==> src/rtl/servo_bank_controller.sv <==
// Multi-channel 50 Hz servo PWM bank driven by PS/2 set-2 scan codes, with per-frame double-buffered positions.
// Optional macro SERVO_SLEW_EN limits how far each shadow position may move per frame.
module servo_bank_controller #(
  parameter int CHANNELS = 4,
  parameter int CLK_HZ   = 25000000,
  parameter int MIN_US   = 1000,
  parameter int MAX_US   = 2000,
  parameter int FRAME_US = 20000,
  parameter int STEP_US  = 10,
  parameter int SLEW_US  = 20
) (
  input  logic                clk,
  input  logic                reset,
  input  logic [7:0]          scan,
  input  logic                scan_valid,
  output logic [CHANNELS-1:0] servo_pwm,
  output logic [2:0]          sel_ch,
  output logic                frame_start
);

  localparam int SPAN = MAX_US - MIN_US;
  localparam int CTR  = SPAN / 2;
  localparam int DIV  = CLK_HZ / 1000000;
  localparam int PW   = (SPAN > 0) ? $clog2(SPAN + 1) : 1;
  localparam int DW   = (DIV > 1) ? $clog2(DIV) : 1;
  localparam int UW   = (FRAME_US > 1) ? $clog2(FRAME_US) : 1;

  localparam logic [31:0]   SPAN_U = 32'(SPAN);
  localparam logic [31:0]   STEP_U = 32'(STEP_US);
  localparam logic [31:0]   SLEW_U = 32'(SLEW_US);
  localparam logic [31:0]   MIN_U  = 32'(MIN_US);
  localparam logic [31:0]   CH_U   = 32'(CHANNELS);
  localparam logic [PW-1:0] CTR_P  = PW'(CTR);

  typedef enum logic [1:0] {ST_IDLE, ST_BREAK, ST_EXT} dec_state_t;

  function automatic logic [PW-1:0] sat_inc(input logic [PW-1:0] p);
    logic [31:0] s;
    s = 32'(p) + STEP_U;
    return (s > SPAN_U) ? PW'(SPAN_U) : PW'(s);
  endfunction

  function automatic logic [PW-1:0] sat_dec(input logic [PW-1:0] p);
    return (32'(p) >= STEP_U) ? PW'(32'(p) - STEP_U) : '0;
  endfunction

  function automatic logic [PW-1:0] slew_step(input logic [PW-1:0] sh, input logic [PW-1:0] cmd);
    logic [31:0] s;
    logic [31:0] c;
    s = 32'(sh);
    c = 32'(cmd);
    if (c > s) return (c - s <= SLEW_U) ? cmd : PW'(s + SLEW_U);
    else       return (s - c <= SLEW_U) ? cmd : PW'(s - SLEW_U);
  endfunction

  dec_state_t          state_q, state_d;
  logic [DW-1:0]       presc_q, presc_d;
  logic [UW-1:0]       us_cnt_q, us_cnt_d;
  logic [2:0]          sel_ch_q, sel_ch_d;
  logic [PW-1:0]       pos_cmd_q [CHANNELS];
  logic [PW-1:0]       pos_cmd_d [CHANNELS];
  logic [PW-1:0]       pos_sh_q  [CHANNELS];
  logic [PW-1:0]       pos_sh_d  [CHANNELS];
  logic [CHANNELS-1:0] pwm_q, pwm_d;
  logic                frame_start_q;

  logic       us_tick, wrap;
  logic       dig_hit, sel_ld;
  logic [2:0] dig_idx;
  logic       cmd_inc, cmd_dec, cmd_ctr;

  assign us_tick = (presc_q == DW'(DIV - 1));
  assign wrap    = us_tick && (us_cnt_q == UW'(FRAME_US - 1));
  assign presc_d = us_tick ? '0 : presc_q + DW'(1);
  assign us_cnt_d = !us_tick ? us_cnt_q : (wrap ? '0 : us_cnt_q + UW'(1));

  // Digits beyond the last channel are treated like any unmapped key.
  assign sel_ld   = dig_hit && (32'(dig_idx) < CH_U);
  assign sel_ch_d = sel_ld ? dig_idx : sel_ch_q;

  always_ff @(posedge clk or negedge reset) begin
    if (!reset) state_q <= ST_IDLE;
    else        state_q <= state_d;
  end

  always_comb begin
    state_d = state_q;
    if (scan_valid) begin
      case (state_q)
        ST_IDLE: begin
          if (scan == 8'hF0)      state_d = ST_BREAK;
          else if (scan == 8'hE0) state_d = ST_EXT;
        end
        ST_BREAK: state_d = ST_IDLE;
        ST_EXT:   state_d = (scan == 8'hF0) ? ST_BREAK : ST_IDLE;
        default:  state_d = ST_IDLE;
      endcase
    end
  end

  always_comb begin
    dig_hit = 1'b0;
    dig_idx = '0;
    cmd_inc = 1'b0;
    cmd_dec = 1'b0;
    cmd_ctr = 1'b0;
    if (scan_valid) begin
      case (state_q)
        ST_IDLE: begin
          case (scan)
            8'h16: begin dig_hit = 1'b1; dig_idx = 3'd0; end
            8'h1E: begin dig_hit = 1'b1; dig_idx = 3'd1; end
            8'h26: begin dig_hit = 1'b1; dig_idx = 3'd2; end
            8'h25: begin dig_hit = 1'b1; dig_idx = 3'd3; end
            8'h2E: begin dig_hit = 1'b1; dig_idx = 3'd4; end
            8'h36: begin dig_hit = 1'b1; dig_idx = 3'd5; end
            8'h3D: begin dig_hit = 1'b1; dig_idx = 3'd6; end
            8'h3E: begin dig_hit = 1'b1; dig_idx = 3'd7; end
            8'h1C: cmd_dec = 1'b1;
            8'h23: cmd_inc = 1'b1;
            8'h21: cmd_ctr = 1'b1;
            default: ;
          endcase
        end
        ST_EXT: begin
          case (scan)
            8'h6B: cmd_dec = 1'b1;
            8'h74: cmd_inc = 1'b1;
            8'h75: cmd_ctr = 1'b1;
            default: ;
          endcase
        end
        default: ;
      endcase
    end
  end

  // Shadow loads from the pre-command value, so a command landing on the wrap waits a frame.
  always_comb begin
    for (int i = 0; i < CHANNELS; i++) begin
      pos_cmd_d[i] = pos_cmd_q[i];
      if (sel_ch_q == 3'(i)) begin
        if (cmd_inc)      pos_cmd_d[i] = sat_inc(pos_cmd_q[i]);
        else if (cmd_dec) pos_cmd_d[i] = sat_dec(pos_cmd_q[i]);
        else if (cmd_ctr) pos_cmd_d[i] = CTR_P;
      end
      pos_sh_d[i] = pos_sh_q[i];
      if (wrap) begin
`ifdef SERVO_SLEW_EN
        pos_sh_d[i] = slew_step(pos_sh_q[i], pos_cmd_q[i]);
`else
        pos_sh_d[i] = pos_cmd_q[i];
`endif
      end
      pwm_d[i] = (32'(us_cnt_q) < MIN_U + 32'(pos_sh_q[i]));
    end
  end

  always_ff @(posedge clk or negedge reset) begin
    if (!reset) begin
      presc_q       <= '0;
      us_cnt_q      <= '0;
      sel_ch_q      <= '0;
      pwm_q         <= '0;
      frame_start_q <= 1'b0;
      for (int i = 0; i < CHANNELS; i++) begin
        pos_cmd_q[i] <= CTR_P;
        pos_sh_q[i]  <= CTR_P;
      end
    end else begin
      presc_q       <= presc_d;
      us_cnt_q      <= us_cnt_d;
      sel_ch_q      <= sel_ch_d;
      pwm_q         <= pwm_d;
      frame_start_q <= wrap;
      for (int i = 0; i < CHANNELS; i++) begin
        pos_cmd_q[i] <= pos_cmd_d[i];
        pos_sh_q[i]  <= pos_sh_d[i];
      end
    end
  end

  assign servo_pwm   = pwm_q;
  assign sel_ch      = sel_ch_q;
  assign frame_start = frame_start_q;

endmodule

==> config.mk <==
export PLATFORM = sky130hd
export DESIGN_NAME = servo_bank_controller
export DESIGN_NICKNAME = d
export VERILOG_FILES = /design/src/rtl/servo_bank_controller.sv
export SDC_FILE = /design/constraint.sdc
export NUM_CORES = 1
export LEC_CHECK = 0
export BUFFER_PORTS_ARGS = -buffer_cell sky130_fd_sc_hd__buf_2
export CAP_MARGIN = 10
export CORE_ASPECT_RATIO = 1.5
export CORE_UTILIZATION = 35
export CTS_BUF_LIST = sky130_fd_sc_hd__clkbuf_8
export CTS_CLUSTER_SIZE = 28
export DETAILED_ROUTE_END_ITERATION = 7
export PLACE_DENSITY = 0.49
export SLEW_MARGIN = 10
export SYNTH_ARGS = -nofsm -noshare
export SYNTH_HDL_FRONTEND = slang
export SYNTH_SLANG_ARGS = --single-unit
==> constraint.sdc <==
create_clock -name clk -period 4.3 [get_ports clk]
set_input_delay 0.43 -clock clk [delete_from_list [all_inputs] [get_ports clk]]
set_output_delay 0.43 -clock clk [all_outputs]
set_load 0.02 [all_outputs]
# After elaboration in Yosys (flattened, before gate mapping)
# Index checks and enable logic that the tools add are counted.
# totals
ff_bits,110
output_inout_bits,8
wordCells,116
# op_classes
addsub,14
magnitude_cmp,13
eq_ne,23
mux,41
n_reduce_logical,11
# op_table
operator,n
$mux W10,17
$eq A8 B6 Y1 const B,8
$lt A15 B11 Y1,4
$add A10 B10 Y11 const A,4
$add A10 B4 Y11 const B,4
$gt A11 B10 Y1 const B,4
$ge A10 B4 Y1 const B,4
$sub A10 B4 Y10 const B,4
$eq A8 B5 Y1 const B,3
$eq A8 B7 Y1 const B,3
$pmux W3 S7,1
$eq A8 B8 Y1 const B,2
$add A15 B1 Y15 const B,1
$eq A15 B15 Y1 const B,1
$mux W15,1
$mux W1,13
$reduce_and A2 Y1,5
$reduce_or A8 Y1,1
$eq A3 B2 Y1 const B,2
$mux W3,2
$pmux W1 S2,3
$add A5 B1 Y5 const B,1
$eq A5 B5 Y1 const B,1
$mux W5,1
other kinds (10),12

# Logic depth before layout (Yosys ltp)
# depth
word_depth,7
depth_mapped,9
mapped_depth_nobuf,8

# Worst setup path before layout
# Ideal clock, no wire load.
# synth_path
kind,reg2reg
from,register pos_cmd_q[12] (netlist name)
to,register pos_cmd_q[16] (netlist name)
arrival_time_ns,2.387
required_ns,4.217
setup_slack_ns,1.830
stages_incl_launch_ff,8
n_path_buf,1
period_less_slack_ns,2.470
path_cell_list,dfstp_2 -> clkbuf_1 -> a21oi_1 -> or4b_2 -> o211ai_1 -> o221ai_1 -> or2_2 -> a41oi_1
# synth_between
elab_chain_cells,4
elab_cells_between_ends,8
# synth_rtl
item,line,text
"start, declared",60,logic [PW-1:0] pos_cmd_q [CHANNELS];
"start signal, assigned by index",177,pos_cmd_q[i] <= pos_cmd_d[i];
"$add A10 B4 Y11, or another cell as far along",39,s = 32'(p) + STEP_U;
$gt A11 B10 Y1 or $mux W10 (tied branches),"40, 44",
"$mux W10, on equally long branches","40, 144",
$mux W10 (*),143,if (cmd_inc) pos_cmd_d[i] = sat_inc(pos_cmd_q[i]);
# Mark *: on every way between the ends. The rest lies on a longest branch, timed or not.
# A chain may end at the register's enable or synchronous reset.

# Final worst setup path
# layout_path
from,register state_q[0]
to,register pos_cmd_q[19] (netlist name)
# layout_between
elab_chain_cells,5
elab_cells_between_ends,12
# layout_rtl
item,line,text
"start, declared",56,"dec_state_t state_q, state_d;"
"start signal, assigned",83,else state_q <= state_d;
$eq A2 B2 Y1 or $logic_not A2 Y1 (tied branches),108,case (state_q)
$pmux W1 S2,108,
$mux W1,107,if (scan_valid) begin
$reduce_bool A3 Y1 (no source line) or $mux W10 (tied branches),--,
$reduce_and A2 Y1 (no source line) or $mux W10 (tied branches),--,
# Parallel ways exist; a longest one is shown, timed or not.

==> metrics.yaml <==
drt:
  drcViolationCount: 1
  drt-pass1-iter-count: 7
  drt-initial-drc-count: 413
  wl_per_cell_um: 17.6
  vias: 7121
  routed_wl_um: 21900
  drt-vias-per-instance: 5.73
  ant_nets: 0
floorplan:
  coreArea_um2: 22400
  dieArea_um2: 23500
  fp.dieH_um: 187
  io_pins: 19
  rows: 67
  initial_core_util_pct: 35.8
  die_w_um: 126
pwr:
  p_total_mw: 2.04
  seq_power_share_pct: 53.6
  power_density_nw_per_um2: 241
  p_int_mw: 1.35
  p_sw_mw: 0.693
  combinationalPowerShare_pct: 16.5
  peakVddDrop_uv: 138
  p_clk_share_pct: 29.9
  p_leak_nw: 3.54
  swShare_pct: 34.0
grt:
  gr-total-overflow: 0
  grt_pass1_vias: 7011
  antenna_found_initial: 0
  grt_start_max_net_pins: 54
  grt_usage_pct: 19.0
  grt_pass1_wl_um: 36000
synthesis:
  async_flop_share_pct: 100
  synth_area_um2: 8010
  syn_nets: 1050
  synth_ff_type: "dfrtp_1"
  ys_types: 77
  synth_warnings: 0
  synth_area_leaders: "dfrtp_1 (17%), dfstp_2 (16%), ha_1 (9.2%)"
  yosysMostFrequentCell: "nand2_1"
  synth-seq-area-share_pct: 32.6
  syn_avg_cell_area_um2: 8.17
  synth_edf_count: 0
  netlist_instances: 980
  synth_top_area_share_pct: 16.9
  ys_top_cells_by_count: "nand2_1 (128), nor2_1 (72), o21ai_0 (71)"
  synth_top_area_cell: "dfrtp_1"
  synth-seq-cells: 102
sta:
  fmax_mhz: 325
  slew_headroom_pct: 35.8
  fin_setup_tns_ps: 0
  rsz0062_at_grt: "false"
  skew_ps: 14.4
  fin_crit_sh_pct: 71.5
  period_minus_slack_ps: 3080
  worst_pin_slew_ps: 956
  setup_viol: 0
  finalMaxSlewViolations: 0
  hold_viol_final: 0
  finalHoldWorstSlack_ps: 37.8
  setup_ws_ps: 1220
clocking:
  clk_latency_ps: 410
  cts_tree: "done"
  root_buffer: "clkbuf_8"
  postCtsHoldBufs: 0
  path_clk_slew_ps: 120
  cts_buffers: 9
  cts-resized-gates: 0
  clock-sinks: 102
  postCtsSetupRepairBufs: 0
  cts_htree_levels: 3
  cts_buffer_depth: 2
setup_path:
  cp.required_ps: 4620
  critPathMaxFanout: 19
  crit_path_end_kind: "flop"
  crit_chain: "or3b_4 > or4b_1 > or2_1 > buf_4 > or3_1 > a31o_1 > nor3_2"
  cp_top_family: "simple AND/OR/NAND/NOR gates"
  path_buf_inv: 1
  critPathLaunchType: "flop"
  slowest_delay_ps: 520
  crit_slowest_cell: "or4b_1"
  cp.arrival_ps: 3400
  setup.worst_path.class: "reg -> reg"
  r2r_slack_ps: 1220
cells_and_area:
  n_antenna_cell: 0
  final_area_um2: 8470
  drive_gt1_share_pct: 11.7
  fin_util_pct: 37.8
  synthToLayoutAreaGrowth_pct: 5.69
  layoutNonFillerInstCount: 1243
  fin_nets: 1032
place:
  portBuffers: 18
  dpl.hpwl_um: 15900
  place_ws_ps: 1180
  dpl_cell_area_um2: 8290
  dp_cells: 1227
  gp_congestion: 0.828
run:
  max_cap_violations: 0
status:
  violations: "design-rule violations"
  status: "finished with violations"
worst_hold_path:
  hold_class: "in -> async"
-- final cells by class --
type | count | area [µm²]
fill | 2309 | 13900
multi-input combinational | 782 | 5020
sequential | 102 | 2610
tap | 276 | 345
inverter | 41 | 154
timing repair buffer | 26 | 153
clock buffer | 9 | 124
clock inverter | 7 | 55.1
-- power by group through the flow --
stage	Combinational [mW]	Clock, mW	Sequential, mW
after detailed placement	0.337	0	1.11
final	0.338	0.610	1.09
after global placement	0.339	0	1.11
after CTS	0.339	0.638	1.09
after global routing	0.378	0.666	1.10
after floorplan	0.285	0	1.04
-- path summary, 6_finish.rpt --
kind	startpoint	endpoint	depth (start not counted)
min in group clk	scan_valid	state_q[0]	2
setup reg to reg	state_q[0]	pos_cmd_q[19]	7
max in group asynchronous	reset	pos_cmd_q[24]	2
setup / recovery	state_q[0]	pos_cmd_q[19]	7
hold reg to reg	pos_sh_q[4]	pos_sh_q[4]	2
hold / removal	reset	frame_start	1
-- cell usage in the layout (no fill, tap or decap), drive strengths merged, types with 34 or more instances in the layout --
cell type,synthesis,final
nand2,128,128
o21ai,74,74
nor2,72,72
ha,59,59
dfrtp,54,54
a21oi,52,52
dfstp,48,48
inv,41,45
nor3,38,38
nand3,34,34
-- registers in the layout, summed over array words and instances, names as in the netlist --
register     flops
pos_cmd_q       36
pos_sh_q        36
us_cnt_q        15
presc_q          5
servo_pwm        4
sel_ch           3
state_q          2
frame_start      1
-- logic make-up (layout without fill, tap and decap cells) --
logic type / Yosys count / in the layout / share of synthesized area, %
adder cells (fa/ha/maj): 59 / 59 / 9.22
flip-flops: 102 / 102 / 32.6
AO/OA/AOI/OAI: 246 / 246 / 20.0
XOR/XNOR: 45 / 45 / 4.92
multiplexers: 13 / 13 / 1.67
buffers and inverters: 96 / 83 / 4.75
AND/OR/NAND/NOR: 419 / 419 / 26.9
-- layer usage --
layer | up-vias | wire (µm) | global-route usage, %
li1 | 3515 | - | -
met1 | 3433 | 9710 | 22.6
met2 | 142 | 11200 | 34.5
met3 | 31 | 603 | 2.40
met4 | 0 | 417 | 7.08
met5 | - | 0 | 0
Power figures use the tool's default switching activity.
